### src/rtl/te_alloc_pkg.sv
// Shared definitions for the channel allocator: FSM encoding and default sizing.
package te_alloc_pkg;

    localparam int DEF_NUM_LOGIC = 32;
    localparam int DEF_NUM_PHY   = 4;

    typedef enum logic {
        IDLE = 1'b0,
        FIND = 1'b1
    } state_t;

endpackage

### src/rtl/rr_least_bit.sv
// Combinational search for the first set bit at or above ptr, wrapping around.
module rr_least_bit #(
    parameter int NUM_LOGIC = 32
) (
    input  logic [NUM_LOGIC-1:0]         vec,
    input  logic [$clog2(NUM_LOGIC)-1:0] ptr,
    output logic [$clog2(NUM_LOGIC)-1:0] pos,
    output logic                         active
);

    localparam int IDX_W = $clog2(NUM_LOGIC);

    logic [NUM_LOGIC-1:0] rot;
    logic [IDX_W-1:0]     lz;

    // Rotate so ptr lands at bit 0; the lowest set bit is then the wrap-around winner.
    assign rot = NUM_LOGIC'({vec, vec} >> ptr);

    always_comb begin
        lz = '0;
        for (int i = NUM_LOGIC - 1; i >= 0; i--) begin
            if (rot[i]) lz = IDX_W'(i);
        end
    end

    // NUM_LOGIC is a power of two, so truncation of the sum is the modulo.
    assign pos    = lz + ptr;
    assign active = |vec;

endmodule

### src/rtl/channel_allocator.sv
// Maps enabled logical channels onto a small pool of physical correlator slots,
// one channel per cycle, in lowest-first or round-robin order.
module channel_allocator
    import te_alloc_pkg::*;
#(
    parameter int NUM_LOGIC = DEF_NUM_LOGIC,
    parameter int NUM_PHY   = DEF_NUM_PHY,
    parameter int IDX_W     = $clog2(NUM_LOGIC)
) (
    input  logic                         clk,
    input  logic                         rst_b,
    input  logic                         latch_enable_channel,
    input  logic [NUM_LOGIC-1:0]         te_channel_enable,
    input  logic                         start_find,
    input  logic                         te_over,
    input  logic                         rr_mode,
    output logic                         busy,
    output logic                         find_channel_done,
    output logic [NUM_LOGIC-1:0]         channel_remain,
    output logic [NUM_PHY-1:0]           physical_channel_en,
    output logic [NUM_PHY*IDX_W-1:0]     logic_channel_index,
    output logic [NUM_PHY*NUM_LOGIC-1:0] logic_channel_mask
);

    localparam int SLOT_W = $clog2(NUM_PHY + 1);

    state_t            state;
    logic [SLOT_W-1:0] slot_cnt;
    logic [IDX_W-1:0]  rr_ptr;
    logic [IDX_W-1:0]  search_ptr;
    logic [IDX_W-1:0]  pos;
    logic              active;
    logic              alloc;

    // Lowest-first is just the round-robin search anchored at bit 0.
    assign search_ptr = rr_mode ? rr_ptr : '0;

    rr_least_bit #(
        .NUM_LOGIC (NUM_LOGIC)
    ) u_search (
        .vec    (channel_remain),
        .ptr    (search_ptr),
        .pos    (pos),
        .active (active)
    );

    assign alloc             = (state == FIND) && active && (slot_cnt < SLOT_W'(NUM_PHY));
    assign busy              = (state == FIND);
    assign find_channel_done = (state == FIND) && !alloc;

    always_ff @(posedge clk or negedge rst_b) begin
        if (!rst_b) begin
            state               <= IDLE;
            slot_cnt            <= '0;
            rr_ptr              <= '0;
            channel_remain      <= '0;
            physical_channel_en <= '0;
            logic_channel_index <= '0;
            logic_channel_mask  <= '0;
        end else begin
            case (state)
                IDLE: begin
                    if (start_find) begin
                        state               <= FIND;
                        slot_cnt            <= '0;
                        physical_channel_en <= '0;
                        logic_channel_index <= '0;
                        logic_channel_mask  <= '0;
                    end
                end
                FIND: begin
                    if (alloc) begin
                        slot_cnt <= slot_cnt + SLOT_W'(1);
                        rr_ptr   <= pos + IDX_W'(1);
                        for (int k = 0; k < NUM_PHY; k++) begin
                            if (slot_cnt == SLOT_W'(k)) begin
                                physical_channel_en[k]                    <= 1'b1;
                                logic_channel_index[k*IDX_W +: IDX_W]     <= pos;
                                logic_channel_mask[k*NUM_LOGIC +: NUM_LOGIC] <= NUM_LOGIC'(1) << pos;
                            end
                        end
                    end else begin
                        state <= IDLE;
                    end
                end
                default: state <= IDLE;
            endcase

            // End-of-epoch clear overrides any slot enable set this cycle.
            if (te_over) physical_channel_en <= '0;

            if (latch_enable_channel)
                channel_remain <= te_channel_enable;
            else if (alloc)
                channel_remain[pos] <= 1'b0;
        end
    end

endmodule

### config.mk
export PLATFORM = sky130hd
export DESIGN_NAME = channel_allocator
export DESIGN_NICKNAME = d
export VERILOG_FILES = /design/src/rtl/te_alloc_pkg.sv /design/src/rtl/rr_least_bit.sv /design/src/rtl/channel_allocator.sv
export SDC_FILE = /design/constraint.sdc
export NUM_CORES = 1
export LEC_CHECK = 0
export BUFFER_PORTS_ARGS = -buffer_cell sky130_fd_sc_hd__buf_2
export CAP_MARGIN = 25
export CORE_MARGIN = 2
export CORE_UTILIZATION = 55
export DETAILED_ROUTE_END_ITERATION = 7
export GPL_TIMING_DRIVEN = 0
export PLACE_DENSITY = 0.81
export SLEW_MARGIN = 40
export SYNTH_ARGS = -nofsm -noshare
export SYNTH_HDL_FRONTEND = slang
export SYNTH_SLANG_ARGS = --single-unit
export TNS_END_PERCENT = 10
### constraint.sdc
create_clock -name clk -period 5.91 [get_ports clk]
set_input_delay 0.8865 -clock clk [delete_from_list [all_inputs] [get_ports clk]]
set_output_delay 0.8865 -clock clk [all_outputs]
set_load 0.1 [all_outputs]
Yosys cells after proc, flatten, opt, wreduce, memory -nomap -nowiden
Index checks and enable logic that the tools add are counted.
{"block": "totals", "latch_bits": 0, "rom_bits": 0, "inputBits": 38, "out_inout_bits": 186, "ramBits": 0, "ff_bits": 193, "memories": 0}
{"block": "op_classes", "eq_ne": 15, "reduce_logical": 18, "mul": 0, "n_bitwise": 3, "addsub": 3, "mux": 65, "order_cmp": 3, "n_div": 0, "shift": 2}
{"operator": "128-bit 2-to-1 mux", "n": 2}
{"operator": "128-bit one-hot mux with 2 select lines", "n": 1}
{"operator": "32-bit 2-to-1 mux", "n": 6}
{"operator": "5-bit 2-to-1 mux", "n": 37}
{"operator": "64-bit by 5-bit >> shifter with 32-bit output", "n": 1}
{"operator": "20-bit 2-to-1 mux", "n": 2}
{"operator": "20-bit one-hot mux with 2 select lines", "n": 1}
{"operator": "32-bit AND", "n": 1}
{"operator": "32-bit NOT", "n": 1}
{"operator": "32-bit OR reduction", "n": 1}
{"operator": "1-bit by 5-bit left shift with 32-bit output, first input constant", "n": 1}
{"operator": "3-bit AND reduction", "n": 8}
{"operator": "3-bit by 2-bit inequality test with 1-bit output, second input constant", "n": 5}
{"operator": "4-bit 2-to-1 mux", "n": 3}
{"operator": "2-bit by 1-bit inequality test with 1-bit output, second input constant", "n": 5}
{"operator": "4-bit one-hot mux with 2 select lines", "n": 1}
{"operator": "1-bit 2-to-1 mux", "n": 7}
{"operator": "3-bit by 2-bit == test with 1-bit output, second input constant", "n": 2}
{"operator": "5-bit by 6-bit less-than comparator with 1-bit output, second input constant", "n": 1}
{"operator": "3-bit 2-to-1 mux", "n": 2}
{"operator": "3-bit one-hot mux with 2 select lines", "n": 1}
{"operator": "5-bit by 1-bit adder with 5-bit output, second input constant", "n": 1}
{"operator": "5-bit adder", "n": 1}
{"operator": "1-bit demux with 5-bit select", "n": 1}
{"operator": "13 further kinds", "n": 17}

Depth between registers and ports, before layout
Gate-level depths: netlist of the first run.
{"block": "depth", "ltp_word": 43, "depth_mapped": 26, "depth_no_buf": 23}

Modules after synthesis
A second synthesis of the first run with hierarchy kept.
{"block": "unflattened", "hier_cells": 963, "area_unflattened_um2": 12311.8}
{"module": "channel_allocator", "cells_each": 598, "n_inst": 1, "area_each_um2": 8393.0}
{"module": "rr_least_bit", "cells_each": 365, "n_inst": 1, "area_each_um2": 3918.8}

Worst setup path before layout of the first run
No wires, ideal clock.
{"block": "synth_timing", "path_kind": "input -> register", "startpoint": "in rr_mode", "endpoint": "reg logic_channel_mask[67]", "path_buffers": 3, "setup_time_ns": 0.077, "path_slack_ns": 1.010, "path_stages": 26, "t_arrival_ns": 4.823, "cell_sequence": "buf_6 nand2_4 inv_4 buf_6 mux4_2 mux2i_1 nand2_1 and4_1 a21oi_1 o21ai_0 a21boi_0 o21ai_0 a21boi_0 o21ai_0 nand4b_1 a21oi_1 ha_1 ha_1 a21o_1 or3_1 and2_4 inv_2 buf_4 ha_1 nand3_1 o21ai_1"}
{"block": "synth_via", "elab_chain_len": 39}
{"item": "from (decl)", "line_no": "channel_allocator.sv:16", "rtl": "input logic rr_mode,"}
{"item": "5-bit 2-to-1 mux (*)", "line_no": "channel_allocator.sv:36", "rtl": "assign search_ptr = rr_mode ? rr_ptr : '0;"}
{"item": "64-bit by 5-bit >> shifter with 32-bit output", "line_no": "rr_least_bit.sv:17", "rtl": "assign rot = NUM_LOGIC'({vec, vec} >> ptr);"}
{"item": "5-bit 2-to-1 mux (32 in a row)", "line_no": "rr_least_bit.sv:22", "rtl": "if (rot[i]) lz = IDX_W'(i);"}
{"item": "5-bit adder (*)", "line_no": "rr_least_bit.sv:27", "rtl": "assign pos = lz + ptr;"}
{"item": "1-bit by 5-bit left shift with 32-bit output (*)", "line_no": "channel_allocator.sv:79", "rtl": "logic_channel_mask[k*NUM_LOGIC +: NUM_LOGIC] <= NUM_LOGIC'(1) << pos;"}
{"item": "32-bit 2-to-1 mux (*)", "line_no": "channel_allocator.sv:76", "rtl": "if (slot_cnt == SLOT_W'(k)) begin"}
{"item": "128-bit 2-to-1 mux (*)", "line_no": "channel_allocator.sv:72", "rtl": "if (alloc) begin"}
{"item": "128-bit one-hot mux with 2 select lines (*)", "line_no": "channel_allocator.sv:61", "rtl": "case (state)"}
{"item": "to (signal, indexed assignment)", "line_no": "channel_allocator.sv:79"}
{"item": "to (decl)", "line_no": "channel_allocator.sv:22", "rtl": "output logic [NUM_PHY*NUM_LOGIC-1:0] logic_channel_mask"}
Every way passes the cells marked *; elsewhere a longest branch is shown, timed or not. The select of a mux whose other input is x is not followed.
A chain may end at the register's enable or synchronous reset.

Worst setup path in the final report of the first run
{"block": "layout_timing", "startpoint": "in rr_mode", "endpoint": "reg logic_channel_mask[123]"}
Same word-level chain as after synthesis.

==> results of run 1 <==
## layer usage
metal | GRT usage [%] | share of wire (%)
met1 | 41.6 | 39
met2 | 49.1 | 48
met3 | 7.36 | 8.6
met4 | 13.3 | 3.9
met5 | 0 | 0
## cells by family after synthesis
kind of cell / after synthesis / synth area share [%]
fa+ha+maj: 15 / 1.85
flops: 193 / 47.6
xor+xnor: 6 / 0.592
mux: 124 / 17.7
simple gates: 270 / 12.3
buf+inv: 81 / 4.07
compound gates: 256 / 15.8
## metrics by stage
step,hold WS [ns],cell area [µm²]
3_3_place_gp,0.460,11500
6_report,0.378,12200
5_1_grt,0.406,12200
3_5_place_dp,0.469,11600
4_1_cts,0.400,12200
2_1_floorplan,0.487,10100
## power groups by stage
stage               Combinational (mW)  Sequential, mW  Clock, mW
finish                            3.54            1.63       1.24
floorplan                         1.74            2.55          0
global route                      3.76            1.64       1.30
global placement                  3.43            1.64          0
CTS                               3.49            1.62       1.24
detailed placement                3.48            1.64          0
## synth_stat cells, drive strengths merged (3+ instances only)
master | n | share of area, %
a21boi | 3 | 0.22
a21oi | 48 | 2.4
a22o | 54 | 4.7
a22oi | 18 | 1.3
and2 | 10 | 0.67
and3 | 9 | 0.55
buf | 32 | 2.2
clkbuf | 36 | 1.3
dfrtp | 193 | 48
ha | 15 | 1.9
inv | 13 | 0.51
mux2i | 78 | 7.7
mux4 | 44 | 9.8
nand2 | 137 | 5.2
nand2b | 4 | 0.25
nand3 | 34 | 1.7
nand4 | 18 | 1.1
nor2 | 31 | 1.1
nor2b | 4 | 0.25
nor3 | 7 | 0.39
nor4 | 9 | 0.55
o21ai | 113 | 5.6
o2bb2ai | 4 | 0.35
xnor2 | 4 | 0.42
## path summary, 6_finish.rpt
path | end | cells after the start | start
worst max-delay path | logic_channel_mask[123]$_DFFE_PN0P_ | 23 | rr_mode
worst min-delay path | logic_channel_mask[115]$_DFFE_PN0P_ | 1 | rst_b
worst max register to register | logic_channel_mask[123]$_DFFE_PN0P_ | 22 | rr_ptr[4]$_DFFE_PN0P_
worst min register to register | logic_channel_mask[95]$_DFFE_PN0P_ | 2 | logic_channel_mask[95]$_DFFE_PN0P_
max in group asynchronous | channel_remain[27]$_DFFE_PN0P_ | 3 | rst_b
min in group clk | logic_channel_mask[95]$_DFFE_PN0P_ | 2 | logic_channel_mask[95]$_DFFE_PN0P_
## area by class of cell
type	count	area share, %
inverter	13	0.419
tap	229	2.34
clock inverter	12	1.39
buffer	68	2.95
timing repair buffer	223	9.57
multi-input combinational	671	40.1
clock buffer	20	3.81
sequential	193	39.5
## flip-flops by register name (all words and copies together) (netlist names)
register	cells
busy	1
channel_remain	32
rr_ptr	5
logic_channel_index	20
physical_channel_en	4
logic_channel_mask	128
slot_cnt	3
## worst max-delay path, stage by stage
cell      delay, ns
buf_6          0.12
nand2_1        0.21
buf_1          0.58
buf_2          0.41
mux2i_1        0.14
mux2i_1        0.38
o21ai_0        0.18
a21boi_0       0.19
o21ai_0        0.09
a21boi_0       0.19
o21ai_0        0.10
nand4b_1       0.13
a21oi_1        0.11
ha_1           0.23
ha_1           0.21
a21o_1         0.16
or3_1          0.30
and2_4         0.19
inv_2          0.14
buf_4          0.20
ha_1           0.27
nand3_1        0.24
o21ai_1        0.21
==> summary.txt, run 1 <==
status -> finished clean
Worst EP required -> 6.27 ns
dpl hpwl -> 23.0 mm
sequential power share -> 25.5%
Final period util -> 93.5%
ys async rst share -> 100%
Post-Layout Cell Count -> 1429
Placement Rows -> 49
Syn Nets -> 998
Reg2Reg Setup Slack -> 0.48 ns
TritonCTS clock tree -> yes
Final Max Slew Viols -> 0
most frequent cells in the layout -> 236 x buf_2, 193 x dfrtp_1, 135 x nand2_1
DRT Pass-1 Iters -> 6
die area -> 19500 µm²
Worst VDD drop -> 418 µV
flops & latches, synth -> 193
antenna viol nets, final -> 0
most common cell after layout, fill and taps aside -> buf_2
Syn Area/Cell -> 10.7 µm²
# setup viols final -> 0
core area -> 18000 µm²
io pins -> 224
hold-fix buffer count after cts -> 0
setup_tns -> 0 ns
TritonCTS Sinks -> 193
Via density -> 6.26
leak pwr -> 6.07 nW
GRT Overall Usage -> 31.1%
Final Util -> 67.9%
Distinct cells, synth -> 56
sequential cell area -> 4830 µm²
# H-tree levels -> 4
WL/cell -> 21.6 µm
chip width -> 140 µm
Multi-input gate area -> 4900 µm²
Clock Skew -> 0.0144 ns
CP arrival -> 5.88 ns
worst skew pair latency -> 0.44 ns
Main synth FF type -> dfrtp_1
DRC Markers -> 0
TritonCTS Buffers -> 17
via count -> 8945
crit path time final -> 5.53 ns
startpoint types -> primary input
Detailed Route Iter0 Violations -> 877
FMAX -> 0.181 GHz
die height -> 140 µm
fraction of layout cells with a size suffix above 1 -> 28.7%
register area share after synthesis -> 47.6%
postcts setup bufs -> 0
Warnings, synthesis -> 0
largest net degree at the start of global routing -> 68
Internal -> 3.12 mW
Worst Setup End Kind -> flop
CTS max path bufs -> 2
Port Buffer Count -> 221
setup ws final -> 0.384 ns
Nets -> 1240
number of diodes -> 0
Initial Utilization -> 56.3%
hold crit path type -> in -> async
CP Class -> in -> reg
RSZ-0062 raised after global routing -> false
Sw Ratio -> 51.4%
Post-synth EDFFs -> 0
post-CTS sizing -> 0
first-pass GRT wire length -> 47.7 mm
vias in the first global route -> 8706
routability-driven placement congestion ratio -> 0.966
Mapped Cells -> 945
number of max-cap violations -> 0
PwrDens -> 524 nW/µm²
clock-pin slew on the worst setup and hold paths -> 0.07 ns
Setup WS pre-CTS -> 0.0853 ns
Fillers -> 1406
antenna violations before repair -> 0
total gr overflow -> 0
Logic pwr share -> 55.3%
clock root cell -> clkbuf_16
critical path fanouts, max -> 10
Clk pwr share -> 19.3%
final-report hold violation count -> 0
net switching power -> 3.29 mW
Slew @ Worst Pin -> 0.770 ns
Post-Route WL -> 30.8 mm
total power -> 6.41 mW
synth-to-layout area growth -> 20.6%
Slew headroom -> 47.3%
DP Cell Count -> 1397
Post-Syn Area -> 10100 µm²
Note: power is estimated with default switching activity, not from simulation.
==> run 2: changes to the inputs <==
--- a/config.mk
+++ b/config.mk
@@ -8,10 +8,10 @@
 export BUFFER_PORTS_ARGS = -buffer_cell sky130_fd_sc_hd__buf_2
 export CAP_MARGIN = 25
 export CORE_MARGIN = 2
-export CORE_UTILIZATION = 55
+export CORE_UTILIZATION = 45
 export DETAILED_ROUTE_END_ITERATION = 7
 export GPL_TIMING_DRIVEN = 0
-export PLACE_DENSITY = 0.81
+export PLACE_DENSITY = 0.68
 export SLEW_MARGIN = 40
 export SYNTH_ARGS = -nofsm -noshare
 export SYNTH_HDL_FRONTEND = slang
==> summary.txt, run 2 (synthesis gave the netlist of run 1 again) <==
status -> finished clean (unchanged)
Placement Rows -> 54 (was 49)
Worst EP required -> 6.27 ns (about the same)
# H-tree levels -> 4 (unchanged)
total gr overflow -> 0 (unchanged)
synth-to-layout area growth -> 20.8% (was 20.6%)
Initial Utilization -> 46.2% (was 56.3%)
Port Buffer Count -> 221 (unchanged)
clock-pin slew on the worst setup and hold paths -> 0.08 ns (was 0.07 ns)
CP arrival -> 5.85 ns (was 5.88 ns)
vias in the first global route -> 8730 (was 8706)
max reg flops -> 128 (unchanged)
Worst Setup End Kind -> flop (unchanged)
leak pwr -> 6.04 nW (was 6.07 nW)
Final period util -> 93.0% (was 93.5%)
postcts setup bufs -> 0 (unchanged)
PwrDens -> 518 nW/µm² (was 524 nW/µm²)
core area -> 22000 µm² (was 18000 µm²)
CTS max path bufs -> 2 (unchanged)
hold-fix buffer count after cts -> 0 (unchanged)
Via density -> 5.98 (was 6.26)
die height -> 154 µm (was 140 µm)
WL/cell -> 21.6 µm (about the same)
most common cell after layout, fill and taps aside -> buf_2 (unchanged)
DRT Pass-1 Iters -> 5 (was 6)
number of max-cap violations -> 0 (unchanged)
Final Max Slew Viols -> 0 (unchanged)
GRT Overall Usage -> 27.1% (was 31.1%)
CP Class -> in -> reg (unchanged)
worst skew pair latency -> 0.44 ns (about the same)
Slew @ Worst Pin -> 0.767 ns (was 0.770 ns)
Clock Skew -> 0.0120 ns (was 0.0144 ns)
fraction of layout cells with a size suffix above 1 -> 28.7% (unchanged)
DRC Markers -> 0 (unchanged)
biggest regs -> logic_channel_mask (128), channel_remain (32), logic_channel_index (20) (unchanged)
startpoint types -> primary input (unchanged)
Fillers -> 1981 (was 1406)
number of diodes -> 0 (unchanged)
TritonCTS Sinks -> 193 (unchanged)
post-CTS sizing -> 0 (unchanged)
most frequent cells in the layout -> 236 x buf_2, 193 x dfrtp_1, 135 x nand2_1 (unchanged)
critical path fanouts, max -> 10 (unchanged)
TritonCTS Buffers -> 17 (unchanged)
FMAX -> 0.182 GHz (was 0.181 GHz)
routability-driven placement congestion ratio -> 0.920 (was 0.966)
Worst VDD drop -> 420 µV (was 418 µV)
antenna viol nets, final -> 0 (unchanged)
io pins -> 224 (unchanged)
hold crit path type -> in -> async (unchanged)
chip width -> 154 µm (was 140 µm)
antenna violations before repair -> 1 (was 0)
via count -> 8854 (was 8945)
dpl hpwl -> 24.0 mm (was 23.0 mm)
RSZ-0062 raised after global routing -> false (unchanged)
clock root cell -> clkbuf_16 (unchanged)
Reg with most FFs -> logic_channel_mask (unchanged)
first-pass GRT wire length -> 50.3 mm (was 47.7 mm)
worst hold slack -> 0.401 ns (was 0.378 ns)
setup_tns -> 0 ns (unchanged)
# setup viols final -> 0 (unchanged)
Nets -> 1240 (unchanged)
final-report hold violation count -> 0 (unchanged)
Detailed Route Iter0 Violations -> 794 (was 877)
largest net degree at the start of global routing -> 67 (was 68)
Post-Route WL -> 32.0 mm (was 30.8 mm)
crit path time final -> 5.49 ns (was 5.53 ns)
Slew headroom -> 48.9% (was 47.3%)
TritonCTS clock tree -> yes (unchanged)
die area -> 23800 µm² (was 19500 µm²)
==> run 2: worst max-delay path, cell delays in order <==
cell and delay (ns):
buf_6 0.12, nand2_1 0.23, buf_1 0.58, buf_2 0.41, mux2i_1 0.15, mux2i_1 0.37, o21ai_0 0.14, a21boi_0 0.18
o21ai_0 0.09, a21boi_0 0.18, o21ai_0 0.11, nand4b_1 0.13, a21oi_1 0.10, ha_1 0.23, ha_1 0.20, a21o_1 0.16
or3_1 0.31, and2_4 0.19, inv_2 0.14, buf_4 0.20, ha_1 0.28, nand3_1 0.25, o21ai_1 0.21
==> run 2: path summary, 6_finish.rpt <==
check	depth (start not counted)	startpoint	endpoint	slack, ns
max	23	rr_mode	logic_channel_mask[19]$_DFFE_PN0P_	0.42
min	1	rst_b	logic_channel_index[0]$_DFFE_PN0P_	0.40
max reg2reg	22	rr_ptr[4]$_DFFE_PN0P_	logic_channel_mask[19]$_DFFE_PN0P_	0.50
min reg2reg	2	logic_channel_mask[113]$_DFFE_PN0P_	logic_channel_mask[113]$_DFFE_PN0P_	0.48
max in group asynchronous	2	rst_b	channel_remain[21]$_DFFE_PN0P_	4.80
min in group clk	2	logic_channel_mask[113]$_DFFE_PN0P_	logic_channel_mask[113]$_DFFE_PN0P_	0.48
==> run 2: power breakdown <==
part	internal, mW	switching, mW
logic	0.931	2.62
clock network	0.607	0.548
registers	1.47	0.162
total	3.01	3.33
==> run 2: area by class of cell <==
class | count | area (µm²) | area share [%]
Multi-Input combinational cell | 671 | 4900 | 40.0
Sequential cell | 193 | 4830 | 39.4
Timing Repair Buffer | 223 | 1170 | 9.56
Clock buffer | 18 | 439 | 3.58
Buffer | 68 | 362 | 2.95
Tap cell | 280 | 350 | 2.86
Clock inverter | 14 | 148 | 1.20
Inverter | 13 | 51.3 | 0.419
==> run 2: metrics by stage <==
stage | setup WS, ns | instance area, µm² | instances | util, % | total power [mW]
2_1_floorplan | 1.01 | 10100 | 945 | - | 4.30
3_3_place_gp | 0.0823 | 11600 | 1446 | 52.8 | 5.12
3_5_place_dp | 0.0938 | 11700 | 1448 | 53.1 | 5.16
4_1_cts | 0.516 | 12300 | 1480 | 55.8 | 6.32
5_1_grt | 0.0141 | 12300 | 1480 | 55.8 | 6.66
6_report | 0.416 | 12300 | 1480 | 55.8 | 6.35
==> run 2: per-layer routing <==
| metal | global-route usage [%] | vias up | wire length (µm) |
|---|---|---|---|
| li1 | - | 3975 | - |
| met4 | 9.35 | 2 | 911 |
| met3 | 6.68 | 64 | 2570 |
| met5 | 0 | - | 13 |
| met2 | 43.0 | 375 | 15100 |
| met1 | 36.7 | 4438 | 13400 |
==> run 3: changes to the inputs <==
--- a/config.mk
+++ b/config.mk
@@ -11,9 +11,10 @@
 export CORE_UTILIZATION = 45
 export DETAILED_ROUTE_END_ITERATION = 7
 export GPL_TIMING_DRIVEN = 0
-export PLACE_DENSITY = 0.68
+export PLACE_DENSITY = 0.67
 export SLEW_MARGIN = 40
 export SYNTH_ARGS = -nofsm -noshare
 export SYNTH_HDL_FRONTEND = slang
+export SYNTH_HIERARCHICAL = 1
 export SYNTH_SLANG_ARGS = --single-unit
 export TNS_END_PERCENT = 10
==> summary.txt, run 3 <==
FMAX -> 0.171 GHz (was 0.182 GHz)
dpl hpwl -> 28.0 mm (was 24.0 mm)
# setup viols final -> 0 (unchanged)
number of diodes -> 0 (unchanged)
Final Util -> 55.7% (was 55.8%)
Placement Rows -> 60 (was 54)
DRT Pass-1 Iters -> 5 (unchanged)
top cells by count, synth -> 193 x dfrtp_1, 91 x mux2_4, 79 x mux4_2 (was 193 x dfrtp_1, 135 x nand2_1, 79 x o21ai_1)
RSZ-0062 raised after global routing -> true (was false)
Mapped Cells -> 963 (was 945)
setup_tns -> 0 ns (unchanged)
ys async rst share -> 100% (unchanged)
number of max-cap violations -> 0 (unchanged)
Nets -> 1275 (was 1240)
antenna violations before repair -> 0 (was 1)
biggest regs -> logic_channel_mask (128), channel_remain (32), logic_channel_index (20) (unchanged)
io pins -> 224 (unchanged)
Post-Route WL -> 39.4 mm (was 32.0 mm)
TritonCTS Sinks -> 193 (unchanged)
WL/cell -> 25.0 µm (was 21.6 µm)
PwrDens -> 559 nW/µm² (was 518 nW/µm²)
worst skew pair latency -> 0.45 ns (was 0.44 ns)
hold crit path type -> in -> async (unchanged)
clock-pin slew on the worst setup and hold paths -> 0.09 ns (was 0.08 ns)
TritonCTS clock tree -> yes (unchanged)
GRT Overall Usage -> 27.5% (was 27.1%)
most common cell after layout, fill and taps aside -> buf_2 (unchanged)
TritonCTS Buffers -> 17 (unchanged)
Worst VDD drop -> 572 µV (was 420 µV)
crit-path max cell delay -> 0.53 ns (was 0.58 ns)
CP Class -> in -> reg (unchanged)
final-report hold violation count -> 0 (unchanged)
CP arrival -> 6.17 ns (was 5.85 ns)
Synth area leader -> dfrtp_1 (unchanged)
cell family with most CP delay -> compound AO/OA/AOI/OAI gates (was buffers and inverters)
top-count cell post-synth -> dfrtp_1 (unchanged)
die height -> 169 µm (was 154 µm)
DRC Markers -> 0 (unchanged)
startpoint types -> primary input (unchanged)
Initial Utilization -> 45.8% (was 46.2%)
CP Buf/Inv Count -> 7 (was 5)
chip width -> 169 µm (was 154 µm)
Warnings, synthesis -> 6 (was 0)
Post-Syn Area -> 12300 µm² (was 10100 µm²)
most frequent cells in the layout -> 227 x buf_2, 193 x dfrtp_1, 92 x mux2_4 (was 236 x buf_2, 193 x dfrtp_1, 135 x nand2_1)
Worst EP required -> 6.23 ns (was 6.27 ns)
Via density -> 6.28 (was 5.98)
Main synth FF type -> dfrtp_1 (unchanged)
largest net degree at the start of global routing -> 68 (was 67)
flops & latches, synth -> 193 (unchanged)
post-synth top area share -> 39.2% (was 47.6%)
register area share after synthesis -> 39.2% (was 47.6%)
critical path fanouts, max -> 9 (was 10)
fraction of layout cells with a size suffix above 1 -> 50.2% (was 28.7%)
core area -> 26900 µm² (was 22000 µm²)
die area -> 28700 µm² (was 23800 µm²)
clock root cell -> clkbuf_16 (unchanged)
synth-to-layout area growth -> 21.6% (was 20.8%)
Syn Nets -> 1019 (was 998)
leak pwr -> 7.22 nW (was 6.04 nW)
Distinct cells, synth -> 73 (was 56)
antenna viol nets, final -> 0 (unchanged)
Reg2Reg Setup Slack -> 0.28 ns (was 0.50 ns)
Worst Setup End Kind -> flop (unchanged)
setup ws final -> 0.0626 ns (was 0.416 ns)
Clock Skew -> 0.0166 ns (was 0.0120 ns)
CP max-delay cell -> mux4_2 (was buf_1)
total power -> 8.37 mW (was 6.35 mW)
status -> finished clean (unchanged)
via count -> 9871 (was 8854)
routability-driven placement congestion ratio -> 0.917 (was 0.920)
first-pass GRT wire length -> 59.7 mm (was 50.3 mm)
Port Buffer Count -> 222 (was 221)
crit path time final -> 5.85 ns (was 5.49 ns)
total gr overflow -> 0 (unchanged)
Detailed Route Iter0 Violations -> 1012 (was 794)
max reg flops -> 128 (unchanged)
Final Max Slew Viols -> 0 (unchanged)
synth top area cells -> dfrtp_1 39%, mux4_2 14%, mux2_4 11% (was dfrtp_1 48%, mux4_2 9.8%, mux2i_1 7.7%)
Setup WS pre-CTS -> -1.16 ns (was 0.0938 ns)
Slew headroom -> 44.0% (was 48.9%)
Post-synth EDFFs -> 0 (unchanged)
CTS max path bufs -> 2 (unchanged)
crit-path cells -> buf_2, and2_4, buf_8, buf_12, buf_4, mux4_2, mux4_2, mux2_4, a21o_1, a2111o_1, a211oi_2, and4b_1, ha_1, inv_1, fa_2, inv_1, a21o_1, a21oi_2, xnor2_2, xnor2_2, buf_2, or3b_2, o21ai_0, o21ai_0 (was buf_6, nand2_1, buf_1, buf_2, mux2i_1, mux2i_1, o21ai_0, a21boi_0, o21ai_0, a21boi_0, o21ai_0, nand4b_1, a21oi_1, ha_1, ha_1, a21o_1, or3_1, and2_4, inv_2, buf_4, ha_1, nand3_1, o21ai_1)
Syn Area/Cell -> 12.8 µm² (was 10.7 µm²)
Slew @ Worst Pin -> 0.840 ns (was 0.767 ns)
vias in the first global route -> 9904 (was 8730)
hold-fix buffer count after cts -> 0 (unchanged)
Final period util -> 98.9% (was 93.0%)
# H-tree levels -> 4 (unchanged)
Reg with most FFs -> logic_channel_mask (unchanged)
## run 3: cell types whose count changed after synthesis, moves of 15 or more
cell | previous run | this run
mux4_2 | 44 | 79
nor2_1 | 31 | 52
mux2_4 | 0 | 91
nand4_1 | 18 | 3
nand3_1 | 33 | 16
a22o_1 | 54 | 3
mux2i_1 | 78 | 39
nand2_1 | 135 | 68
o21ai_1 | 79 | 4
o21ai_0 | 32 | 69
mux2_2 | 2 | 71
a21oi_1 | 48 | 9
## run 3: layout make-up
type / instances / area, µm²
fill: 2294 / 11900
multi-input combinational: 688 / 7120
sequential: 193 / 4830
timing repair buffer: 237 / 1300
buffer: 67 / 602
tap: 341 / 427
clock buffer: 17 / 425
clock inverter: 15 / 213
inverter: 15 / 57.6
## run 3: report_power, final
part | switching (mW) | internal (mW) | total, mW
sequential | 0.237 | 1.53 | 1.77
combinational | 3.57 | 1.79 | 5.36
clock | 0.651 | 0.595 | 1.25
total | 4.46 | 3.91 | 8.37
## run 3: final timing paths
| check | from | end | depth (start not counted) |
|---|---|---|---|
| max | rr_mode | channel_remain[6]$_DFFE_PN0P_ | 24 |
| min | rst_b | channel_remain[13]$_DFFE_PN0P_ | 1 |
| max reg2reg | rr_ptr[2]$_DFFE_PN0P_ | channel_remain[6]$_DFFE_PN0P_ | 23 |
| min reg2reg | rr_ptr[1]$_DFFE_PN0P_ | rr_ptr[1]$_DFFE_PN0P_ | 2 |
| max in group asynchronous | rst_b | logic_channel_mask[2]$_DFFE_PN0P_ | 4 |
| min in group clk | rr_ptr[1]$_DFFE_PN0P_ | rr_ptr[1]$_DFFE_PN0P_ | 2 |
## run 3: kinds of logic after synthesis
| logic type | after synthesis | share of synthesized area [%] |
|---|---|---|
| AOI/OAI and AO/OA | 164 | 8.73 |
| xor gates and xnor gates | 7 | 0.498 |
| adders and majority gates | 18 | 1.89 |
| buffers and inverters | 82 | 4.70 |
| DFF | 193 | 39.2 |
| muxes | 291 | 36.7 |
| and+or+nand+nor | 208 | 8.25 |
## run 3: per-layer routing
| metal | track usage, % | wire length (µm) |
|---|---|---|
| met1 | 37.1 | 16000 |
| met2 | 43.0 | 18500 |
| met3 | 6.02 | 3260 |
| met4 | 11.8 | 1640 |
| met5 | 0 | 0 |
## run 3: stage by stage
step	cells	instance area (µm²)	hold slack [ns]
after CTS	1566	14800	0.266
after floorplan	963	12300	0.438
after global placement	1526	13800	0.454
final	1573	15000	0.270
after global routing	1573	15000	0.270
after detailed placement	1529	13900	0.457
## run 3: timing repair
| action | in CTS | in global routing |
|---|---|---|
| cloned | 0 | 1 |
| pin swaps | 1 | 6 |
| endpoints found under the setup margin | 166 | 170 |
| resized for setup | 46 | 63 |
| buffers inserted | 5 | 6 |
